==> config.mk <==
export PLATFORM = sky130hd
export DESIGN_NAME = beat_gen
export DESIGN_NICKNAME = d
export VERILOG_FILES = /design/src/rtl/beat_gen_pkg.sv /design/src/rtl/beat_gen.sv
export SDC_FILE = /design/constraint.sdc
export NUM_CORES = 1
export LEC_CHECK = 0
export ABC_CLOCK_PERIOD_IN_PS = 2000
export CELL_PAD_IN_SITES_DETAIL_PLACEMENT = 1
export CELL_PAD_IN_SITES_GLOBAL_PLACEMENT = 1
export CORE_MARGIN = 4
export CORE_UTILIZATION = 30
export DETAILED_ROUTE_END_ITERATION = 6
export PLACE_DENSITY = 0.85
export SLEW_MARGIN = 40
export SYNTH_ARGS = -nofsm -noshare
export SYNTH_HDL_FRONTEND = slang
export SYNTH_SLANG_ARGS = --single-unit
==> constraint.sdc <==
create_clock -name clk -period 2 [get_ports clk]
set_input_delay 0.4 -clock clk [delete_from_list [all_inputs] [get_ports clk]]
set_output_delay 0.4 -clock clk [all_outputs]
set_load 0.02 [all_outputs]
==> src/rtl/beat_gen_pkg.sv <==
// beat_gen_pkg: types and the default length width shared by the beat framing stage
// and the downstream length-counting consumer.
package beat_gen_pkg;

    localparam int LEN_W_DEFAULT = 8;

    typedef enum logic {
        IDLE = 1'b0,
        SEND = 1'b1
    } state_e;

endpackage

==> src/rtl/beat_gen.sv <==
// beat_gen: turns one length command into len+1 framed beats (length, index, last flag).
// Optional macro BEAT_GEN_BACK2BACK_EN accepts the next command on the last-beat handshake.
module beat_gen
    import beat_gen_pkg::*;
#(
    parameter int LEN_W = LEN_W_DEFAULT
) (
    input  logic             clk,
    input  logic             rst,
    input  logic             cmd_val,
    input  logic [LEN_W-1:0] cmd_len,
    output logic             cmd_rdy,
    output logic             beat_val,
    output logic [LEN_W-1:0] beat_len,
    output logic [LEN_W-1:0] beat_idx,
    output logic             beat_last,
    input  logic             beat_rdy,
    output logic             pkt_done
);

    state_e           state;
    state_e           state_next;
    logic [LEN_W-1:0] len_reg;
    logic [LEN_W-1:0] len_next;
    logic [LEN_W-1:0] idx_reg;
    logic [LEN_W-1:0] idx_next;
    logic             pkt_done_next;

    assign beat_len  = len_reg;
    assign beat_idx  = idx_reg;
    assign beat_last = (idx_reg == len_reg);

    // NOTE: every signal written here gets a default first, so no branch can infer a latch.
    always_comb begin
        state_next    = state;
        len_next      = len_reg;
        idx_next      = idx_reg;
        pkt_done_next = 1'b0;
        cmd_rdy       = 1'b0;
        beat_val      = 1'b0;

        case (state)
            IDLE: begin
                cmd_rdy = 1'b1;
                if (cmd_val) begin
                    len_next   = cmd_len;
                    idx_next   = '0;
                    state_next = SEND;
                end
            end

            SEND: begin
                beat_val = 1'b1;
`ifdef BEAT_GEN_BACK2BACK_EN
                cmd_rdy  = beat_rdy & beat_last;
`endif
                if (beat_rdy) begin
                    if (!beat_last) begin
                        // idx_reg never passes len_reg, so this increment cannot wrap.
                        idx_next = idx_reg + LEN_W'(1);
                    end else begin
                        pkt_done_next = 1'b1;
                        state_next    = IDLE;
`ifdef BEAT_GEN_BACK2BACK_EN
                        if (cmd_val) begin
                            len_next   = cmd_len;
                            idx_next   = '0;
                            state_next = SEND;
                        end
`endif
                    end
                end
            end
        endcase
    end

    // NOTE: non-blocking assignments so every flop samples the pre-edge values.
    always_ff @(posedge clk) begin
        if (rst) begin
            state    <= IDLE;
            len_reg  <= '0;
            idx_reg  <= '0;
            pkt_done <= 1'b0;
        end else begin
            state    <= state_next;
            len_reg  <= len_next;
            idx_reg  <= idx_next;
            pkt_done <= pkt_done_next;
        end
    end

endmodule

==> metrics.cfg, run 1 <==
[outcome]
outcome=finished clean

[timing]
fmaxAchievable_mhz=523
slew_headroom=0.778
tightest_slew_ps=332
rsz0062_at_grt=false
min_period_ps=1910
setup_viol=0
setup_slack_ps=87.6
skew_ps=11.5
whs_ps=498
slew_viol_final=0
period_share=0.956
hold_viol=0

[hold_path]
holdPathStages=2
hp-start=beat_len[1]
min_to=beat_len[1]
hp-class=register to register

[detailed_routing]
drc=0
wl_per_cell_microns=15.4
vias_per_cell=5.20
firstDrtPassIters=4
drt_iter0_drc=37
drt_wl_total_mm=2.79
via_count=941
ant_nets=0

[place]
dp_slack_ps=-107
dp.cells=177
placed_cell_area_sq_mm=0.00137
gp_congestion=0.767
dp_hpwl_mm=2.06
port_buffers=31

[worst_setup_path]
slowest_delay_ps=340
cp-end-kind=output port
r2r_end=beat_idx[7]
r2r_slack_ps=330
rr_worst_depth=4
crit_fanout=3
crit_buf_inv=1
worstPathRequired_ps=1600
cpMaxStageDelayCell=dfxtp_1
rr_startpoint=state
worstSetupStartpointType=register
arrival_ps=1510
criticalPathCategory=register to output port
cp_cell_sequence=xor2_1 -> nor4_4 -> and2_2 -> buf_2
crit_family=simple AND/OR/NAND/NOR gates

[logic_synthesis]
syn_inst=104
netlist_area_sq_um=920
ys_ff_latch=18
ys_top_cells_by_area=dfxtp_1 39%, nand2_1 8.2%, xor2_1 7.6%, a21oi_1 6.5%, mux2_2 6.1%
synth_top_area_share=0.392
yosys_warnings=0
yosys.area.top_type=dfxtp_1
syn_nets=117
syn_avg_cell_area_sq_um=8.84
ys_types=26
seq_area_frac_synth=0.392

[job]
drv_cap=0

[global_route]
grt_pass1_vias=1023
track_usage=0.148
grt_pass1_wl_mm=4.76
grt_max_degree=27
grt-ovfl-total=0
antenna_found_initial=0

[die]
rows=19
initial_core_util=0.322
die_w_microns=63.4
die_area_sq_mm=0.00402
ios=32
core_area_sq_mm=0.00285
die_h_microns=63.4

[clock_tree]
cts_resized=4
clk_pin_slew_ps=110
tritoncts=done
post-cts-setup-buffers=0
numCtsBuffers=3
insertion_delay_ps=300
cts_hold_buf=0
ctsHtreeMaxLevel=1
clockBufferDepth=2
cts_root_buffer=clkbuf_4
cts.sinks=18

[final_layout]
finalNonFillerCells=181
antenna_cells=0
final_nets=164
drive_above_1_share=0.200
fin_area_sq_mm=0.00140
syn_to_final_growth_pct=52.0

[power]
power.density_mw_per_mm2=585
ir_drop_uv=271
power.leakage_uw=0.000586

## worst reg2reg max path: stages (launching register included)
cell and delay (ps):
dfxtp_1 470, and4_1 240, or3b_1 350, a21oi_1 160
mux2_2 360
## through the flow
step / total power, uW / utilization / setup TNS, ps
after floorplan: 497 / - / 0
after global routing: 858 / 0.490 / 0
final: 818 / 0.490 / 0
after global placement: 594 / 0.479 / -69.7
after detailed placement: 604 / 0.479 / -146
after CTS: 829 / 0.490 / 0
## synth_stat cells
library cell	number
clkbuf_1	4
xor2_1	8
and2_2	1
a21oi_2	1
mux2_1	2
and4_1	1
nand2_1	20
ha_1	1
a21oi_1	12
mux2i_1	1
or3b_1	1
nor2_1	8
nor3b_2	1
nor3_1	1
nand3_1	1
nor4_4	2
nand3b_1	1
mux2_2	5
nand4_1	2
a311oi_1	1
nand2b_1	1
nor2b_1	1
a211oi_1	2
inv_1	2
dfxtp_1	18
nor3b_1	6
## routing by layer
layer  part of all wire  GRT usage
met5                  0          0
met2               0.54      0.275
met4             0.0082     0.0674
met3              0.047     0.0284
met1               0.41      0.160
## cells in the final DEF, fill, tap and decap left out
| cell type | count |
|---|---|
| mux2_1 | 2 |
| a311oi_1 | 1 |
| a21oi_1 | 12 |
| nor3_1 | 1 |
| nand3_1 | 1 |
| nor3b_1 | 6 |
| nand4_1 | 2 |
| mux2i_1 | 1 |
| ha_1 | 1 |
| or3b_1 | 1 |
| clkbuf_8 | 1 |
| nand3b_1 | 1 |
| buf_4 | 15 |
| xor2_1 | 8 |
| nor3b_2 | 1 |
| and2_2 | 1 |
| a211oi_1 | 2 |
| nor2b_1 | 1 |
| and4_1 | 1 |
| a21oi_2 | 1 |
| nand2b_1 | 1 |
| inv_1 | 2 |
| mux2_2 | 5 |
| buf_2 | 1 |
| dfxtp_1 | 18 |
| nand2_1 | 20 |
| nor4_4 | 2 |
| clkbuf_4 | 3 |
| clkdlybuf4s50_1 | 30 |
| nor2_1 | 8 |
## power by group
| group | total [uW] | internal [uW] | switching [uW] |
|---|---|---|---|
| combinational | 206 | 98.9 | 107 |
| sequential | 384 | 372 | 12.1 |
| clock | 228 | 111 | 117 |
## worst max path at each step
stage | cells past startpoint | start | to | slack, ps
floorplan | 3 | beat_idx[3] | beat_last | 220
global placement | 5 | beat_rdy | beat_idx[7] | -70
detailed placement | 5 | beat_rdy | beat_idx[7] | -110
CTS | 4 | beat_idx[3] | beat_last | 70
global route | 4 | beat_idx[3] | beat_last | 10
finish | 4 | beat_idx[3] | beat_last | 90
## logic make-up (layout without fill, tap and decap cells)
| kind of cell | count (synthesis) | after routing | synth area share |
|---|---|---|---|
| simple gates | 47 | 47 | 0.297 |
| flops | 18 | 18 | 0.392 |
| compound gates | 16 | 16 | 0.101 |
| xor+xnor | 8 | 8 | 0.0762 |
| mux | 8 | 8 | 0.0966 |
| buf+inv | 6 | 52 | 0.0245 |
| fa+ha+maj | 1 | 1 | 0.0136 |
## layout make-up
class,count,area [sq um]
clock buffers,4,36.3
fillers,350,1460
inverters,2,7.51
multi-input cells,80,537
flip-flops and latches,18,360
well taps,31,38.8
repair buffers,46,418
## registers in the layout (all words and copies together) (netlist names)
signal / count
beat_idx: 8
beat_len: 8
pkt_done: 1
state: 1
No activity file was read; power rests on OpenSTA's default activity.
==> run 2: changes to the inputs <==
--- a/config.mk
+++ b/config.mk
@@ -11,7 +11,9 @@
 export CORE_MARGIN = 4
 export CORE_UTILIZATION = 30
 export DETAILED_ROUTE_END_ITERATION = 6
-export PLACE_DENSITY = 0.85
+export DONT_BUFFER_PORTS = 1
+export PLACE_DENSITY = 0.66
+export REMOVE_ABC_BUFFERS = 1
 export SLEW_MARGIN = 40
 export SYNTH_ARGS = -nofsm -noshare
 export SYNTH_HDL_FRONTEND = slang
==> run 2 against run 1 <==
Effect of this change: sequential share of layout area grew 6.1 points; worst hold slack lost 340 ps; total power shrank 7.1%; register-to-register slack lost 30 ps; die area is the same; via count shrank 16%; critical path depth shrank 1; critical endpoint unchanged; global-route usage shrank 2.8 points; largest cell class unchanged; worst setup slack lost 0.79 ps; first-iteration DRC count shrank 32%.
==> metrics.cfg, run 2 (synthesis results as in run 1) <==
[final_layout]
syn_to_final_growth_pct=23.0
antenna_cells=0  ; unchanged
final_cell_mix=20 x nand2_1, 20 x buf_4, 18 x dfxtp_1
final_nets=138  ; -16%
fin_area_sq_mm=0.00113  ; -19%
n_fill_cell=350  ; unchanged
drive_above_1_share=0.274  ; +0.0742

[global_route]
track_usage=0.120  ; -0.0283
grt_pass1_wl_mm=3.74  ; -21%
grt-ovfl-total=0  ; unchanged
antenna_found_initial=0  ; unchanged
grt_pass1_vias=800  ; -22%
grt_max_degree=27  ; unchanged

[detailed_routing]
wl_per_cell_microns=14.9  ; -3.4%
drc=0  ; unchanged
drt_wl_total_mm=2.31  ; -17%
firstDrtPassIters=3  ; -1
via_count=794  ; -16%
vias_per_cell=5.12  ; -1.5%
drt_iter0_drc=25  ; -32%
ant_nets=0  ; unchanged

[hold_path]
min_to=beat_len[1]
holdPathStages=1  ; -1
hp-class=input pin to register
hp-start=rst

[timing]
min_period_ps=1910  ; +0.787 ps
setup_viol=0  ; unchanged
slew_viol_final=0  ; unchanged
period_share=0.957  ; about the same
fmaxAchievable_mhz=523  ; about the same
finalSetupTns_ps=0  ; unchanged
skew_ps=4.89  ; -6.58 ps
rsz0062_at_grt=false
slew_headroom=0.745  ; -0.0331
hold_viol=0  ; unchanged
tightest_slew_ps=382  ; +49.5 ps

[worst_setup_path]
worstPathRequired_ps=1600  ; about the same
worstSetupStartpointType=register
crit_buf_inv=0  ; -1
rr_worst_depth=5  ; +1
arrival_ps=1510  ; about the same
r2r_slack_ps=300  ; -30 ps
slowest_delay_ps=380  ; +40 ps
cp-end-kind=output port
r2r_end=beat_idx[4]
cp_cell_sequence=xor2_1 -> nor4_4 -> and2_4
cpMaxStageDelayCell=dfxtp_1
criticalPathCategory=register to output port
crit_family=simple AND/OR/NAND/NOR gates
crit_fanout=6  ; +3
rr_startpoint=beat_idx[1]

[clock_tree]
insertion_delay_ps=290  ; about the same
cts.sinks=18  ; unchanged
tritoncts=done
clk_pin_slew_ps=100  ; about the same
ctsHtreeMaxLevel=1  ; unchanged
numCtsBuffers=3  ; unchanged
cts_root_buffer=clkbuf_4
clockBufferDepth=2  ; unchanged

[die]
die_area_sq_mm=0.00402  ; unchanged
initial_core_util=0.322  ; unchanged
ios=32  ; unchanged
core_area_sq_mm=0.00285  ; unchanged
die_w_microns=63.4  ; unchanged
rows=19  ; unchanged
die_h_microns=63.4  ; unchanged

[outcome]
outcome=finished clean

[power]
p_total_uw=760  ; -7.1%
ir_drop_uv=215  ; -21%
power.leakage_uw=0.000501  ; -15%
power.density_mw_per_mm2=672  ; +15%

[place]
placed_cell_area_sq_mm=0.00109  ; -21%
gp_congestion=0.791  ; +3.1%
dp_hpwl_mm=1.79  ; -13%
port_buffers=0  ; -100%

[job]
drv_cap=0  ; unchanged

-- run 2: changes by cell type in the layout (fill, tap and decap cells not counted) --
cell	before	now
and2_2	1	0
and2_4	0	1
buf_2	1	0
buf_4	15	20
clkdlybuf4s50_1	30	0
-- run 2: power by group --
group / leakage, uW / internal [uW] / total (uW) / switching, uW
combinational: 0.000333 / 62.8 / 154 / 90.7
sequential: 0.000147 / 372 / 382 / 10.4
clock: 0.0000210 / 111 / 224 / 113
-- run 2: repair_timing --
action	in CTS	in global routing
hold buffers	0	0
resized for setup	0	1
endpoints found under the setup margin	1	1
setup buffers	1	0
pin swaps	1	0
-- run 2: final cells by class --
cell class,instances,area [sq um],share of cell area
timing repair buffer,20,150,0.133
sequential,18,360,0.319
tap,31,38.8,0.0343
clock buffer,4,36.3,0.0321
multi-input combinational,80,538,0.476
inverter,2,7.51,0.00664
-- run 2: worst reg2reg max path, cell delays in order, from the launching register on --
cell	delay, ps
dfxtp_1	420
xor2_1	280
nor4_4	60
buf_4	170
a211oi_1	320
mux2_1	360
-- run 2: metal layers --
layer | vias to the layer above | GRT usage | part of all wire | wire, microns
met5 | - | 0 | 0 | 0
met4 | 0 | 0.0566 | 0.013 | 31
met3 | 4 | 0.0551 | 0.070 | 161
met2 | 16 | 0.203 | 0.52 | 1200
met1 | 377 | 0.125 | 0.39 | 910
li1 | 397 | - | - | -
-- run 2: worst max-delay path by stage --
stage / from / endpoint / slack, ps / cells past startpoint
CTS: beat_idx[4] / beat_last / 50 / 3
global placement: beat_idx[3] / beat_last / 350 / 3
global route: beat_idx[4] / beat_last / 2 / 3
detailed placement: beat_idx[1] / beat_last / 320 / 3
floorplan: beat_idx[3] / beat_last / 220 / 3
finish: beat_idx[4] / beat_last / 90 / 3
-- run 2: stage by stage --
stage | hold slack, ps | worst slack [ps] | instances | util
global placement | 472 | 354 | 150 | 0.381
finish | 158 | 86.8 | 155 | 0.396
floorplan | 469 | 221 | 100 | -
CTS | 143 | 45.3 | 155 | 0.396
global route | 128 | 2.44 | 155 | 0.396
detailed placement | 475 | 321 | 150 | 0.381
